[src/rtl/exp8_escalonador_saidas.sv]
// exp8_escalonador_saidas
// Output scheduler for the memory game. Three requesters share the 4-LED bank
// and the buzzer: memory display (req_mem), player feedback (req_jog) and the
// end-of-game animation (req_fim). Each owner has its LED data latched and gets
// a buzzer tone chosen by the LED being driven. A blank guard interval is
// inserted between owners, except when the end animation preempts.
//
// Ports:
//   clock, reset         system clock, asynchronous active-high reset
//   req_mem, dado_mem    memory-display request (level) and LED pattern
//   req_jog, dado_jog    player-feedback request (level) and LED pattern
//   req_fim, ganhou      end-animation request (level), 1 = win, 0 = lose
//   mudo                 buzzer mute (only with ESCALONADOR_MUDO_EN defined)
//   leds, buzzer         board drives
//   grant                00 none, 01 mem, 10 jog, 11 fim
//   ocupado, db_estado   busy flag and current state code
//
// Optional feature macro: ESCALONADOR_MUDO_EN (adds the mudo input).
`timescale 1ns/1ps

module exp8_escalonador_saidas #(
  parameter int unsigned HALF0        = 25000,
  parameter int unsigned HALF1        = 20000,
  parameter int unsigned HALF2        = 16000,
  parameter int unsigned HALF3        = 12500,
  parameter int unsigned STEP_CYCLES  = 12500000,
  parameter int unsigned GUARD_CYCLES = 500000
) (
  input  logic       clock,
  input  logic       reset,
  input  logic       req_mem,
  input  logic [3:0] dado_mem,
  input  logic       req_jog,
  input  logic [3:0] dado_jog,
  input  logic       req_fim,
  input  logic       ganhou,
`ifdef ESCALONADOR_MUDO_EN
  input  logic       mudo,
`endif
  output logic [3:0] leds,
  output logic       buzzer,
  output logic [1:0] grant,
  output logic       ocupado,
  output logic [2:0] db_estado
);

  localparam int unsigned HALF_MAX_A = (HALF0 > HALF1) ? HALF0 : HALF1;
  localparam int unsigned HALF_MAX_B = (HALF2 > HALF3) ? HALF2 : HALF3;
  localparam int unsigned HALF_MAX   = (HALF_MAX_A > HALF_MAX_B) ? HALF_MAX_A : HALF_MAX_B;
  localparam int unsigned TONE_W     = (HALF_MAX > 1) ? $clog2(HALF_MAX) : 1;
  localparam int unsigned STEP_W     = (STEP_CYCLES > 1) ? $clog2(STEP_CYCLES) : 1;
  localparam int unsigned GUARD_W    = (GUARD_CYCLES > 1) ? $clog2(GUARD_CYCLES) : 1;

  typedef enum logic [2:0] {
    ST_IDLE  = 3'd0,
    ST_MEM   = 3'd1,
    ST_JOG   = 3'd2,
    ST_FIM   = 3'd3,
    ST_GUARD = 3'd4
  } estado_t;

  estado_t              state_q, state_d;
  logic [3:0]           hold_q, hold_d;    // latched pattern; bit 0 = ganhou in FIM
  logic [1:0]           anim_q, anim_d;    // animation step position
  logic [TONE_W-1:0]    tone_q, tone_d;
  logic [STEP_W-1:0]    step_q, step_d;
  logic [GUARD_W-1:0]   guard_q, guard_d;
  logic                 buzz_q, buzz_d;    // tone phase, kept running under mute
  logic                 restart_c;         // new owner granted this edge
  logic                 step_adv_c;        // animation advances this edge
  logic [3:0]           pat_d;             // pattern driven after this edge
  logic [1:0]           grant_d;
  logic [TONE_W-1:0]    half_lim_c;
  logic                 mute_c;

`ifdef ESCALONADOR_MUDO_EN
  assign mute_c = mudo;
`else
  assign mute_c = 1'b0;
`endif

  // Index of the lowest lit LED selects the tone.
  function automatic logic [1:0] menor_bit(input logic [3:0] p);
    if (p[0])      return 2'd0;
    else if (p[1]) return 2'd1;
    else if (p[2]) return 2'd2;
    else           return 2'd3;
  endfunction

  // Next-state, data capture and animation sequencing.
  always_comb begin
    state_d    = state_q;
    hold_d     = hold_q;
    anim_d     = anim_q;
    step_d     = '0;
    guard_d    = '0;
    restart_c  = 1'b0;
    step_adv_c = 1'b0;
    case (state_q)
      ST_IDLE: begin
        if (req_fim) begin
          state_d   = ST_FIM;
          hold_d    = {3'b000, ganhou};
          restart_c = 1'b1;
        end else if (req_jog) begin
          state_d   = ST_JOG;
          hold_d    = dado_jog;
          restart_c = 1'b1;
        end else if (req_mem) begin
          state_d   = ST_MEM;
          hold_d    = dado_mem;
          restart_c = 1'b1;
        end
      end
      ST_MEM, ST_JOG: begin
        if (req_fim) begin
          state_d   = ST_FIM;
          hold_d    = {3'b000, ganhou};
          restart_c = 1'b1;
        end else if ((state_q == ST_MEM) ? !req_mem : !req_jog) begin
          state_d = ST_GUARD;
        end
      end
      ST_FIM: begin
        if (!req_fim) begin
          state_d = ST_GUARD;
        end else if (step_q == STEP_W'(STEP_CYCLES - 1)) begin
          anim_d     = anim_q + 2'd1;
          step_adv_c = 1'b1;
        end else begin
          step_d = step_q + 1'b1;
        end
      end
      ST_GUARD: begin
        if (req_fim) begin
          state_d   = ST_FIM;
          hold_d    = {3'b000, ganhou};
          restart_c = 1'b1;
        end else if (guard_q == GUARD_W'(GUARD_CYCLES - 1)) begin
          state_d = ST_IDLE;
        end else begin
          guard_d = guard_q + 1'b1;
        end
      end
      default: state_d = ST_IDLE;
    endcase
    if (restart_c) anim_d = 2'd0;
  end

  // LED pattern and grant code that become visible after this edge.
  always_comb begin
    pat_d   = 4'b0000;
    grant_d = 2'b00;
    case (state_d)
      ST_MEM: begin
        pat_d   = hold_d;
        grant_d = 2'b01;
      end
      ST_JOG: begin
        pat_d   = hold_d;
        grant_d = 2'b10;
      end
      ST_FIM: begin
        grant_d = 2'b11;
        if (hold_d[0]) pat_d = 4'b0001 << anim_d;
        else           pat_d = anim_d[0] ? 4'b0000 : 4'b1111;
      end
      default: begin
        pat_d   = 4'b0000;
        grant_d = 2'b00;
      end
    endcase
  end

  // Tone generator: wraps at HALFi-1 and toggles; restarts on grant or step.
  always_comb begin
    case (menor_bit(pat_d))
      2'd0:    half_lim_c = TONE_W'(HALF0 - 1);
      2'd1:    half_lim_c = TONE_W'(HALF1 - 1);
      2'd2:    half_lim_c = TONE_W'(HALF2 - 1);
      default: half_lim_c = TONE_W'(HALF3 - 1);
    endcase
    tone_d = '0;
    buzz_d = 1'b0;
    if (pat_d == 4'b0000) begin
      tone_d = '0;
      buzz_d = 1'b0;
    end else if (restart_c) begin
      tone_d = '0;
      buzz_d = 1'b0;
    end else if (step_adv_c) begin
      tone_d = '0;
      buzz_d = buzz_q;
    end else if (tone_q == half_lim_c) begin
      tone_d = '0;
      buzz_d = ~buzz_q;
    end else begin
      tone_d = tone_q + 1'b1;
      buzz_d = buzz_q;
    end
  end

  // State, counters, latched data and registered outputs.
  always_ff @(posedge clock or posedge reset) begin
    if (reset) begin
      state_q   <= ST_IDLE;
      hold_q    <= 4'b0000;
      anim_q    <= 2'd0;
      tone_q    <= '0;
      step_q    <= '0;
      guard_q   <= '0;
      buzz_q    <= 1'b0;
      leds      <= 4'b0000;
      buzzer    <= 1'b0;
      grant     <= 2'b00;
      ocupado   <= 1'b0;
      db_estado <= 3'd0;
    end else begin
      state_q   <= state_d;
      hold_q    <= hold_d;
      anim_q    <= anim_d;
      tone_q    <= tone_d;
      step_q    <= step_d;
      guard_q   <= guard_d;
      buzz_q    <= buzz_d;
      leds      <= pat_d;
      buzzer    <= buzz_d & ~mute_c;
      grant     <= grant_d;
      ocupado   <= (state_d != ST_IDLE);
      db_estado <= state_d;
    end
  end

endmodule

[config.mk]
export PLATFORM = sky130hd
export DESIGN_NAME = exp8_escalonador_saidas
export DESIGN_NICKNAME = d
export VERILOG_FILES = /design/src/rtl/exp8_escalonador_saidas.sv
export SDC_FILE = /design/constraint.sdc
export NUM_CORES = 1
export LEC_CHECK = 0
export CAP_MARGIN = 20
export CELL_PAD_IN_SITES_DETAIL_PLACEMENT = 0
export CELL_PAD_IN_SITES_GLOBAL_PLACEMENT = 2
export CORE_MARGIN = 1.5
export CORE_UTILIZATION = 35
export CTS_BUF_LIST = sky130_fd_sc_hd__clkbuf_2 sky130_fd_sc_hd__clkbuf_4 sky130_fd_sc_hd__clkbuf_8
export CTS_CLUSTER_DIAMETER = 60
export CTS_CLUSTER_SIZE = 30
export DETAILED_ROUTE_END_ITERATION = 6
export MAX_ROUTING_LAYER = met4
export PLACE_DENSITY_LB_ADDON = 0.1
export SYNTH_ARGS = -nofsm -noshare
export SYNTH_HDL_FRONTEND = slang
export SYNTH_SLANG_ARGS = --single-unit
[constraint.sdc]
create_clock -name clock -period 4.1 [get_ports clock]
set_clock_uncertainty 0.05 [all_clocks]
set_input_delay 1.025 -clock clock [delete_from_list [all_inputs] [get_ports clock]]
set_output_delay 1.025 -clock clock [all_outputs]
set_load 0.03 [all_outputs]
==> qor.yml <==
pwr:
  p_sw_uw: 737
  p_per_area_mw_per_mm2: 422
  pwr-share-comb_pct: 33.0
  power.share.clock_pct: 30.0
  p_int_uw: 1550
  p_leak_uw: 0.00227
  pwr-share-seq_pct: 36.9
  p_sw_share_pct: 32.2
  ir_worst_vdd_uv: 205
critical_path:
  cp_max_fo: 7
  startpoint_type: "input port"
  worst_ep_arrival_time_ps: 4030
  cp-end-kind: "flip-flop"
  required_ps: 4300
  worstSetupPathType: "input port to flip-flop"
floorplan:
  start_util_pct: 35.9
  core_region_area_mm2: 0.0120
  die-area_mm2: 0.0130
  dieHeight_um: 114
  pin_count: 25
  rows: 40
  die_w_um: 114
synthesis:
  synth-adder-area-share_pct: 1.74
  synth_seq_cells: 75
  yosys.area.top_type_share_pct: 43.5
  synth-compound-area-share_pct: 9.51
  syn_area_mm2: 0.00431
  yosysTopAreaCell: "dfrtp_1"
  yosys.area_share.simple_pct: 27.6
  synthCells: 444
  synth_nets: 464
  synth.distinct_cells: 68
  synth-edff-count: 0
  yosysWarnings: 0
  ys_seq_area_share_pct: 43.5
  ys_async_sr_fraction_pct: 100
  syn_avg_cell_area_um2: 9.72
  synth_xor_area_share_pct: 10.9
  synth_mux_area_share_pct: 2.35
  synth_ff_type: "dfrtp_1"
  synthTopCellsByArea: "dfrtp_1 (44%), xor2_1 (6.5%), nor2_1 (5.7%)"
  synth_top_family_by_area: "simple AND/OR/NAND/NOR gates"
sta:
  tns_ps: 0
  final.period_utilization_pct: 93.4
  slew_violations: 0
  worst_slack_ps: 272
  finalCriticalPeriod_ps: 3830
  slew_headroom_pct: 46.0
  hold_viol_final: 0
  setup_violations: 0
  fmax_mhz: 261
  worst_pin_slew_ps: 808
  rsz0062_at_grt: "false"
layout:
  finalNonFillerCells: 667
  area_delta_synth_final_pct: 25.7
  drive_gt1_share_pct: 22.1
  finalInstanceArea_mm2: 0.00542
  utilization_pct: 45.2
  diodes: 0
  final_common_cell: "dfrtp_1"
  final_cell_mix: "dfrtp_1 (75), nor2_1 (66), buf_4 (48)"
  nets: 535
global_route:
  grt_usage_pct: 17.5
  antenna_found_initial: 0
  grt_pass1_vias: 3481
  grt_overflow: 0
  grt_pass1_wl_um: 17400
  grt_start_max_net_pins: 42
clocking:
  cts_root_buf: "clkbuf_8"
  clk_pin_slew_ps: 80
  clock_latency_ps: 360
  htree_num_levels: 3
  clkSinkCount: 75
  cts_tree: "done"
  cts_buffer_depth: 2
  cts_hold_buf: 0
  cts_made_buffers: 9
drt:
  wirelength_um: 10100
  drcViolationCount: 0
  dr_total_vias: 3434
  routed_via_density: 5.15
  initialDrtViolationCount: 167
  antenna_left: 0
  routedWlPerCell_um: 15.2
  first_pass_iters: 4
place:
  dp_hpwl_um: 7130
  gp_congestion: 0.810
  place_area_mm2: 0.00502
  io_buffers: 24
  place_inst: 644
  place_ws_ps: -496
job:
  cap_violations: 0
outcome:
  outcome: "finished clean"
hold_path:
  hold_path.class: "flip-flop to flip-flop"
## synth_stat cells (5+ instances only)
| cell | n |
|---|---|
| a21oi_1 | 11 |
| and3_1 | 15 |
| buf_2 | 5 |
| buf_6 | 6 |
| dfrtp_1 | 75 |
| ha_1 | 6 |
| inv_1 | 12 |
| nand2_1 | 23 |
| nand2b_1 | 6 |
| nand3_1 | 25 |
| nand4_1 | 13 |
| nor2_1 | 66 |
| nor3_1 | 7 |
| nor4_1 | 7 |
| nor4_2 | 10 |
| o21ai_0 | 10 |
| or3_1 | 6 |
| xnor2_1 | 20 |
| xor2_1 | 32 |
## cell type report
cell class / instances / area, um2
fill: 1133 / 6590
multi-input combinational: 336 / 2340
sequential: 75 / 1880
timing repair buffer: 78 / 721
tap: 147 / 184
clock buffer: 13 / 173
clock inverter: 3 / 68.8
inverter: 15 / 57.6
## kinds of logic after synthesis
logic type      count (synthesis)
compound gates                 55
xor+xnor                       53
fa+ha+maj                       6
buf+inv                        33
flops                          75
mux                             9
simple gates                  213
## worst max-delay path, stage by stage
cell and delay (ps):
clkdlybuf4s50_1 450, nand2b_1 100, o211ai_1 90, o31a_1 170, buf_6 150, or3_4 370, o2111ai_4 110, and3_4 250
ha_4 140, nor2b_4 120, a21oi_1 60, nor3_1 180, nand4_1 180, a211oi_4 370, clkbuf_16 220, nor4_2 40
## stage by stage
step,hold slack (ps),total power (uW)
2_1_floorplan,398,1310
3_3_place_gp,416,1560
3_5_place_dp,421,1570
4_1_cts,439,2270
5_1_grt,460,2420
6_report,431,2290
## repair_timing
action,CTS,global route
setup endpoints to repair,16,16
pin swaps,3,11
gates cloned,0,1
buffers inserted,0,6
gates resized for setup,2,19
## sequential cells by signal (all words and copies together) (netlist names)
name,flops
leds,4
guard_q,19
hold_q,4
anim_q,2
ocupado,1
buzz_q,1
state_q,3
step_q,24
tone_q,15
grant,2
## metal layers
metal  wire length [um]  vias to the layer above  share of wire (%)  GRT usage (%)
met2               4530                       35                 45           26.3
met1               5140                     1677                 51           23.5
li1                   -                     1710                  -              -
met3                296                       12                2.9           4.41
met4                148                        0                1.5           5.25
met5                  0                        -                  0              -
## worst paths after layout
path	cells past startpoint	start	end	slack (ps)
worst max register to register	15	step_q[0]$_DFF_PP0_	tone_q[7]$_DFF_PP0_	500
worst min register to register	1	hold_q[2]$_DFF_PP0_	hold_q[2]$_DFF_PP0_	430
min in group asynchronous	2	reset	guard_q[5]$_DFF_PP0_	1090
max in group asynchronous	3	reset	tone_q[4]$_DFF_PP0_	2200
worst min-delay path	1	hold_q[2]$_DFF_PP0_	hold_q[2]$_DFF_PP0_	430
worst max-delay path	16	dado_jog[0]	tone_q[7]$_DFF_PP0_	270
## power groups by stage
stage | sequential, uW | clock [uW] | combinational (uW)
floorplan | 897 | 0 | 409
global placement | 857 | 0 | 701
detailed placement | 857 | 0 | 710
CTS | 842 | 708 | 719
global route | 853 | 740 | 828
finish | 845 | 688 | 757
Power figures use the tool's default switching activity.
